### src/rtl/usb_pid_token_decoder.sv
// Receive-side USB packet decoder: validates the PID byte, classifies the packet,
// collects and CRC5-checks token payloads, and reports outcomes as one-cycle pulses.
module usb_pid_token_decoder #(
  parameter bit ADDR_FILTER = 1'b1
) (
  input  logic       clk,
  input  logic       rst_n,
  input  logic [6:0] dev_addr,
  input  logic       rx_active,
  input  logic       rx_valid,
  input  logic [7:0] rx_data,
  input  logic       rx_error,
  output logic       tok_valid,
  output logic [3:0] tok_pid,
  output logic [6:0] tok_addr,
  output logic [3:0] tok_endp,
  output logic       hs_valid,
  output logic       data_start,
  output logic [3:0] pid_out,
  output logic       err_pid,
  output logic       err_crc5,
  output logic       err_len
);

  localparam int unsigned CRC_W    = 5;
  localparam int unsigned BYTE_W   = 8;
  localparam logic [CRC_W-1:0] CRC_INIT = 5'b11111;
  localparam logic [CRC_W-1:0] CRC_POLY = 5'b00101;

  localparam logic [3:0] PID_OUT   = 4'h1;
  localparam logic [3:0] PID_IN    = 4'h9;
  localparam logic [3:0] PID_SOF   = 4'h5;
  localparam logic [3:0] PID_SETUP = 4'hD;
  localparam logic [3:0] PID_DATA0 = 4'h3;
  localparam logic [3:0] PID_DATA1 = 4'hB;
  localparam logic [3:0] PID_DATA2 = 4'h7;
  localparam logic [3:0] PID_MDATA = 4'hF;
  localparam logic [3:0] PID_ACK   = 4'h2;
  localparam logic [3:0] PID_NAK   = 4'hA;
  localparam logic [3:0] PID_STALL = 4'hE;
  localparam logic [3:0] PID_NYET  = 4'h6;

  typedef enum logic [1:0] {CLS_SPECIAL, CLS_TOKEN, CLS_DATA, CLS_HS} pid_cls_e;
  typedef enum logic [2:0] {S_IDLE, S_PID, S_HS, S_TOK1, S_TOK2, S_TOKEOP, S_SKIP} state_e;

  state_e           r_state;
  logic [CRC_W-1:0] r_crc;
  logic [CRC_W-1:0] r_crc_rx;
  logic [6:0]       r_addr;
  logic [3:0]       r_endp;
  logic [3:0]       r_pid;
  logic             r_len_err;
  logic             r_rx_active_d;

  pid_cls_e w_cls;
  logic     w_rise;
  logic     w_pid_take;
  logic     w_pid_ok;
  logic     w_crc_ok;
  logic     w_addr_drop;

  // Serial CRC5 over the low n bits of d, LSB first.
  function automatic logic [CRC_W-1:0] crc5_fold(input logic [CRC_W-1:0] c,
                                                 input logic [BYTE_W-1:0] d,
                                                 input int n);
    logic [CRC_W-1:0] r;
    logic             fb;
    r = c;
    for (int i = 0; i < int'(BYTE_W); i++) begin
      if (i < n) begin
        fb = d[i] ^ r[CRC_W-1];
        r  = {r[CRC_W-2:0], 1'b0} ^ (fb ? CRC_POLY : '0);
      end
    end
    return r;
  endfunction

  always_comb begin
    w_cls = CLS_SPECIAL;
    case (rx_data[3:0])
      PID_OUT, PID_IN, PID_SOF, PID_SETUP:       w_cls = CLS_TOKEN;
      PID_DATA0, PID_DATA1, PID_DATA2, PID_MDATA: w_cls = CLS_DATA;
      PID_ACK, PID_NAK, PID_STALL, PID_NYET:      w_cls = CLS_HS;
      default:                                    w_cls = CLS_SPECIAL;
    endcase
  end

  // The PID byte may arrive in the same cycle rx_active rises.
  assign w_rise      = rx_active && !r_rx_active_d;
  assign w_pid_take  = rx_valid && ((r_state == S_PID) || ((r_state == S_IDLE) && w_rise));
  assign w_pid_ok    = (rx_data[7:4] == ~rx_data[3:0]);
  assign w_crc_ok    = (r_crc_rx == ~{r_crc[0], r_crc[1], r_crc[2], r_crc[3], r_crc[4]});
  assign w_addr_drop = ADDR_FILTER && (r_pid != PID_SOF) && (r_addr != dev_addr);

  // rx_active history resets high so a packet cut by reset is never picked up mid-stream.
  always_ff @(posedge clk or negedge rst_n) begin
    if (!rst_n) begin
      r_state       <= S_IDLE;
      r_crc         <= CRC_INIT;
      r_crc_rx      <= '0;
      r_addr        <= '0;
      r_endp        <= '0;
      r_pid         <= '0;
      r_len_err     <= 1'b0;
      r_rx_active_d <= 1'b1;
      tok_valid     <= 1'b0;
      tok_pid       <= '0;
      tok_addr      <= '0;
      tok_endp      <= '0;
      hs_valid      <= 1'b0;
      data_start    <= 1'b0;
      pid_out       <= '0;
      err_pid       <= 1'b0;
      err_crc5      <= 1'b0;
      err_len       <= 1'b0;
    end else begin
      r_rx_active_d <= rx_active;
      tok_valid     <= 1'b0;
      hs_valid      <= 1'b0;
      data_start    <= 1'b0;
      err_pid       <= 1'b0;
      err_crc5      <= 1'b0;
      err_len       <= 1'b0;

      if ((r_state != S_IDLE) && rx_error) begin
        r_len_err <= 1'b0;
        r_state   <= S_SKIP;
      end else if (w_pid_take) begin
        r_crc     <= CRC_INIT;
        r_len_err <= 1'b0;
        r_pid     <= rx_data[3:0];
        if (!w_pid_ok) begin
          err_pid <= 1'b1;
          r_state <= S_SKIP;
        end else begin
          case (w_cls)
            CLS_TOKEN: r_state <= S_TOK1;
            CLS_HS:    r_state <= S_HS;
            CLS_DATA: begin
              data_start <= 1'b1;
              pid_out    <= rx_data[3:0];
              r_state    <= S_SKIP;
            end
            default:   r_state <= S_SKIP;
          endcase
        end
      end else begin
        case (r_state)
          S_IDLE: if (w_rise) r_state <= S_PID;
          S_PID:  if (!rx_active) r_state <= S_IDLE;
          S_HS: begin
            if (!rx_active) begin
              hs_valid <= 1'b1;
              pid_out  <= r_pid;
              r_state  <= S_IDLE;
            end else if (rx_valid) begin
              r_len_err <= 1'b1;
              r_state   <= S_SKIP;
            end
          end
          S_TOK1: begin
            if (!rx_active) begin
              err_len <= 1'b1;
              r_state <= S_IDLE;
            end else if (rx_valid) begin
              r_crc     <= crc5_fold(r_crc, rx_data, 8);
              r_addr    <= rx_data[6:0];
              r_endp[0] <= rx_data[7];
              r_state   <= S_TOK2;
            end
          end
          S_TOK2: begin
            if (!rx_active) begin
              err_len <= 1'b1;
              r_state <= S_IDLE;
            end else if (rx_valid) begin
              r_crc       <= crc5_fold(r_crc, rx_data, 3);
              r_crc_rx    <= rx_data[7:3];
              r_endp[3:1] <= rx_data[2:0];
              r_state     <= S_TOKEOP;
            end
          end
          S_TOKEOP: begin
            if (!rx_active) begin
              if (!w_crc_ok) begin
                err_crc5 <= 1'b1;
              end else if (!w_addr_drop) begin
                tok_valid <= 1'b1;
                tok_pid   <= r_pid;
                tok_addr  <= r_addr;
                tok_endp  <= r_endp;
                pid_out   <= r_pid;
              end
              r_state <= S_IDLE;
            end else if (rx_valid) begin
              r_len_err <= 1'b1;
              r_state   <= S_SKIP;
            end
          end
          S_SKIP: begin
            if (!rx_active) begin
              err_len   <= r_len_err;
              r_len_err <= 1'b0;
              r_state   <= S_IDLE;
            end
          end
          default: r_state <= S_IDLE;
        endcase
      end
    end
  end

endmodule

### config.mk
export PLATFORM = sky130hd
export DESIGN_NAME = usb_pid_token_decoder
export DESIGN_NICKNAME = d
export VERILOG_FILES = /design/src/rtl/usb_pid_token_decoder.sv
export SDC_FILE = /design/constraint.sdc
export NUM_CORES = 1
export LEC_CHECK = 0
export ABC_AREA = 0
export CELL_PAD_IN_SITES_DETAIL_PLACEMENT = 1
export CELL_PAD_IN_SITES_GLOBAL_PLACEMENT = 1
export CORE_UTILIZATION = 46
export DETAILED_ROUTE_END_ITERATION = 7
export GPL_ROUTABILITY_DRIVEN = 0
export GPL_TIMING_DRIVEN = 0
export PLACE_DENSITY = 0.95
export SYNTH_ARGS = -nofsm -noshare
export SYNTH_HDL_FRONTEND = slang
export SYNTH_SLANG_ARGS = --single-unit
### constraint.sdc
create_clock -name clk -period 5.61 [get_ports clk]
set_input_delay 1.122 -clock clk [delete_from_list [all_inputs] [get_ports clk]]
set_output_delay 1.122 -clock clk [all_outputs]
set_load 0.01 [all_outputs]
Yosys cells after proc, flatten, opt, wreduce, memory -nomap -nowiden
Memories as Yosys holds them, arrays and structs flattened. Index checks and enable logic that the tools add are counted.

Output and inout bits: 25. Word-level logic and storage cells: 212. Memories kept: 1. Flip-flop bits (word level): 55. Bits in read-only memories: 32. Input bits: 20.

Memories: (name not given) (depth 16, width 2, rd ports 1, clocked after memory_dff 0, wr ports 0, RTL line 80) `case (rx_data[3:0])`.

Equal/unequal tests: 31. Bitwise gates (word level): 26. Reduce and logical (&&, ||, !) cells: 23. Multiplexer cells: 112.

Operators by type and width (count): 5-bit two-way mux (48); 3-bit two-way mux (21); 5-bit by 3-bit bitwise XOR with 5-bit output (10); 1-bit two-way mux (30); 4-bit two-way mux (7); 3-bit != test, second input constant (8); 3-bit case mux with 5 select lines (1); 5-bit AND reduction (3); 6-bit AND reduction (2); 5-bit != test, second input constant (2); 5-bit case mux with 2 select lines (1); 1-bit bitwise XOR (10); 3-bit == test, second input constant (3); 3-bit nonzero test (3); 4-bit by 1-bit != test with 1-bit output, second input constant (2); 4-bit by 3-bit != test with 1-bit output, second input constant (2); 4-bit case mux with 2 select lines (1); 8-bit AND reduction (1); 7-bit != test (1); 3-bit by 2-bit == test with 1-bit output, second input constant (2); 3-bit case mux with 2 select lines (1); 2-bit OR reduction (3); 5-bit == test (1); 1-bit logical AND (5); 18 further kinds (24).

Depth between registers and ports, before layout
Depth in word-level cells: 63. Depth in mapped cells: 8. Depth with buffers taken out: 6.

Least setup slack after synthesis
Ideal clock, no wire load.

Path type: input to register. Start point: input port rx_active. End point: register tok_addr[0]. Slack: 2.569 ns. Data required time: 5.485 ns. Buffers on the path: 2. Setup time: 0.125 ns. Stages on the path: 8. Arrival: 2.916 ns. Cell sequence: nor2b_4 -> o211ai_4 -> nand2_4 -> or3_1 -> or3b_1 -> buf_2 -> buf_6 -> mux2_4.

Longest elaborated chain between the ends: 6. Elaborated cells between the ends (all ways): 7. Those cells by class: bitwise (2); reduce/logical (5).

Ends and longest elaborated chain: start: declaration (RTL line 9) `input logic rx_active,`; 1-bit logical AND (RTL line 89) `assign w_rise = rx_active && !r_rx_active_d;`; 1-bit logical AND (RTL line 90) `assign w_pid_take = rx_valid && ((r_state == S_PID) || ((r_state == S_IDLE) && w_rise));`; 1-bit logical OR (RTL line 90); 1-bit logical AND (RTL line 90); 1-bit NOT (no line); 6-bit AND reduction (no line) *; end signal: assignment (RTL line 190) `tok_addr <= r_addr;`; end: declaration (RTL line 15) `output logic [6:0] tok_addr,`.

Every way passes the cells marked *; elsewhere a longest branch is shown, timed or not. A chain may end at the register's enable or synchronous reset.

Worst setup path in the final report
Start point: input port rx_data[0]. End point: register pid_out[0].

Longest elaborated chain between the ends: 4. Elaborated cells between the ends (all ways): 10. Those cells by class: eq/ne (4); mux (3); bitwise (1); reduce/logical (1); memory (1).

Ends and longest elaborated chain: start: declaration (RTL line 11) `input logic [7:0] rx_data,`; memory read 16 x 2 bit or 4-bit NOT (tied branches); 2-bit == test or 4-bit == test (tied branches) (RTL line 136, 91); 2-bit by 1-bit != test with 1-bit output (no line); 8-bit AND reduction (no line); end signal: assignment (RTL line 141) `pid_out <= rx_data[3:0];`; end signal: assignment (RTL line 154) `pid_out <= r_pid;`; end signal: assignment (RTL line 192) `pid_out <= r_pid;`; end: declaration (RTL line 19) `output logic [3:0] pid_out,`.

Parallel ways exist; a longest one is shown, timed or not. The select of a mux whose other input is x is not followed.

==> impl_metrics.json <==
{
  "max_freq_mhz": 274.9,
  "setup_violations": 0,
  "clk_pin_slew_ns": 0.10,
  "synth_compound_area_frac": 0.09595,
  "post-dp-hpwl_um": 5678,
  "max_cap_violations": 0,
  "ys_ff_latch": 55,
  "final_hold_viol_count": 0,
  "synth-edff-count": 0,
  "antenna_cells": 0,
  "tns_ns": 0,
  "port_buffers": 42,
  "synth_fa_ha_area_frac": 0.008803,
  "place_area_mm2": 0.003372,
  "postCtsSetupRepairBufs": 0,
  "yosysMostFrequentCell": "dfrtp_1",
  "syn_nets": 260,
  "dieHeight_um": 80.61,
  "period_share": 0.6485,
  "synth_area_mm2": 0.002843,
  "cts.sinks": 55,
  "htreeDepth": 2,
  "drv_slew": 0,
  "fp.dieW_um": 80.61,
  "area_growth_pct": 22.36,
  "grt_max_degree": 43,
  "placementRows": 28,
  "initial_core_util": 0.4773,
  "synth_area_leader_cell": "dfrtp_1",
  "cts_resized": 0,
  "grt_antenna_before_repair": 0,
  "fill_cells": 621,
  "tightest_slew_ns": 0.9121,
  "core_area_mm2": 0.005956,
  "reg2reg_depth": 8,
  "cp-end-kind": "flip-flop",
  "yosysWarnings": 0,
  "drc_errors": 0,
  "setup_ws_ns": 1.972,
  "hold_depth": 1,
  "ys.flop_type": "dfrtp_1",
  "leakage_nw": 1.537,
  "wl_per_cell_um": 20.72,
  "yosysUniqueCellTypes": 45,
  "cts_root_buf": "clkbuf_8",
  "cts_hold_buffers": 0,
  "via_count": 2060,
  "worstPathRequired_ns": 5.80,
  "power-per-cell-area_mw_per_mm2": 456.2,
  "status": "finished clean",
  "yosys.area_share.simple": 0.08979,
  "worst-path-max-fanout": 8,
  "postSynth.asyncResetShare": 1.000,
  "yosys-top-cells-count": "49 x dfrtp_1, 22 x mux2_2, 17 x xnor2_1",
  "wirelength_um": 7523,
  "synthTopCellsByArea": "dfrtp_1 43%, mux2_2 8.7%, dfstp_2 5.5%",
  "power_mw": 1.587,
  "first_global_vias": 2233,
  "nets": 310,
  "post-route-util": 0.5840,
  "die_area_mm2": 0.006498,
  "insertion_delay_ns": 0.30,
  "ff_latch_area_mm2": 0.001384,
  "synth_cells": 238,
  "track_usage": 0.2575,
  "relSlewSlack": 0.3863,
  "syn_area_per_cell_um2": 11.94,
  "cts_buffer_depth": 2,
  "worstSetupPathType": "in -> reg",
  "multi_input_area_mm2": 0.001384,
  "muxShareOfSynthArea": 0.1756,
  "ios": 45,
  "skew_ns": 0.005524,
  "cts_inserted_buffers": 5,
  "arrival_ns": 3.83,
  "first_pass_iters": 4,
  "synth_top_area_share": 0.4313,
  "setup.worst_path.start_class": "primary input",
  "grt_pass1_wl_um": 12220,
  "post-place-ws_ns": 1.703,
  "cts_tree": "yes",
  "drt_iter0_drc": 56,
  "synth_top_family_by_area": "multiplexers",
  "final_area_mm2": 0.003478,
  "layout-drive-gt1-share": 0.1944,
  "yosysSeqAreaShare": 0.4868,
  "vdd_ir_drop_max_mv": 0.1802,
  "synth_xor_area_frac": 0.1166,
  "min_period_ns": 3.638,
  "gr-total-overflow": 0,
  "rsz0062_at_grt": "no",
  "ant_nets": 0,
  "avgViaCountPerCell": 5.675,
  "hold_path_class": "reg -> reg"
}
[power breakdown]
group	leakage, nW	switching (mW)	internal (mW)
clock	0.0502	0.128	0.131
sequential	0.709	0.120	0.527
combinational	0.778	0.349	0.333
[path summary, 6_finish.rpt]
path                                     from  slack (ns)     endpoint
min in group asynchronous               rst_n        0.71   r_state[1]
worst max-delay path               rx_data[0]        1.97   pid_out[0]
worst max register to register  r_rx_active_d        2.98  tok_addr[3]
worst min-delay path               pid_out[3]        0.51   pid_out[3]
max in group asynchronous               rst_n        4.31     r_crc[3]
worst min register to register     pid_out[3]        0.51   pid_out[3]
[layout make-up]
class	count	share of cell area
inverter	7	0.007554
buffer	10	0.01403
clock buffer	5	0.01978
timing repair buffer	43	0.1252
multi-input combinational	166	0.3978
sequential	55	0.3978
clock inverter	2	0.01079
tap	75	0.02698
[metrics by stage]
| stage | std cells | hold slack, ns |
|---|---|---|
| floorplan | 238 | 0.4522 |
| global route | 363 | 0.5276 |
| detailed placement | 356 | 0.4907 |
| finish | 363 | 0.5139 |
| global placement | 355 | 0.4698 |
| CTS | 363 | 0.5186 |
[cells by family after synthesis]
| logic type | Yosys count |
|---|---|
| AO/OA/AOI/OAI | 41 |
| buffers and inverters | 17 |
| flip-flops | 55 |
| XOR/XNOR | 33 |
| adder cells (fa/ha/maj) | 2 |
| AND/OR/NAND/NOR | 49 |
| multiplexers | 41 |
[layout by cell type (no fill, tap or decap), types with 2 or more instances in the layout]
| cell type | Yosys | final |
|---|---|---|
| xor2_1 | 13 | 13 |
| xnor3_1 | 2 | 2 |
| nand3_1 | 3 | 3 |
| o21ai_1 | 2 | 2 |
| nor2_1 | 15 | 15 |
| nor2b_1 | 3 | 3 |
| inv_1 | 7 | 7 |
| dfstp_2 | 6 | 6 |
| nand2_1 | 11 | 11 |
| clkbuf_8 | 0 | 5 |
| clkbuf_1 | 6 | 6 |
| buf_2 | 3 | 4 |
| a211oi_1 | 2 | 2 |
| or3_1 | 3 | 3 |
| a21oi_1 | 14 | 14 |
| mux2_2 | 22 | 22 |
| mux2_4 | 10 | 10 |
| nor3_1 | 5 | 5 |
| xnor2_1 | 17 | 17 |
| o21ai_0 | 9 | 9 |
| mux2_1 | 9 | 9 |
| dfrtp_1 | 49 | 49 |
| ha_1 | 2 | 2 |
| nor4_1 | 2 | 2 |
| o211ai_1 | 2 | 2 |
| clkdlybuf4s50_1 | 0 | 41 |
[flip-flops by register name (all words and copies together) (netlist names), 3 cells and up]
register and count:
pid_out 4, r_addr 7, r_crc 5, r_crc_rx 5, r_endp 4, r_pid 4, r_state 3, tok_addr 7
tok_endp 4, tok_pid 4
[metal layers]
metal,GRT usage,vias up,wire length (um)
li1,-,931,-
met1,0.3324,1070,3233
met2,0.4424,47,3990
met3,0.03523,12,181
met4,0.08393,0,118
met5,0,-,0
[worst max-delay path: stages]
cell             delay (ns)
clkdlybuf4s50_1        0.70
xnor2_1                0.16
nor4_1                 0.80
nand3_1                0.23
a221o_1                0.46
mux2_1                 0.35
Note: power is estimated with default switching activity, not from simulation.
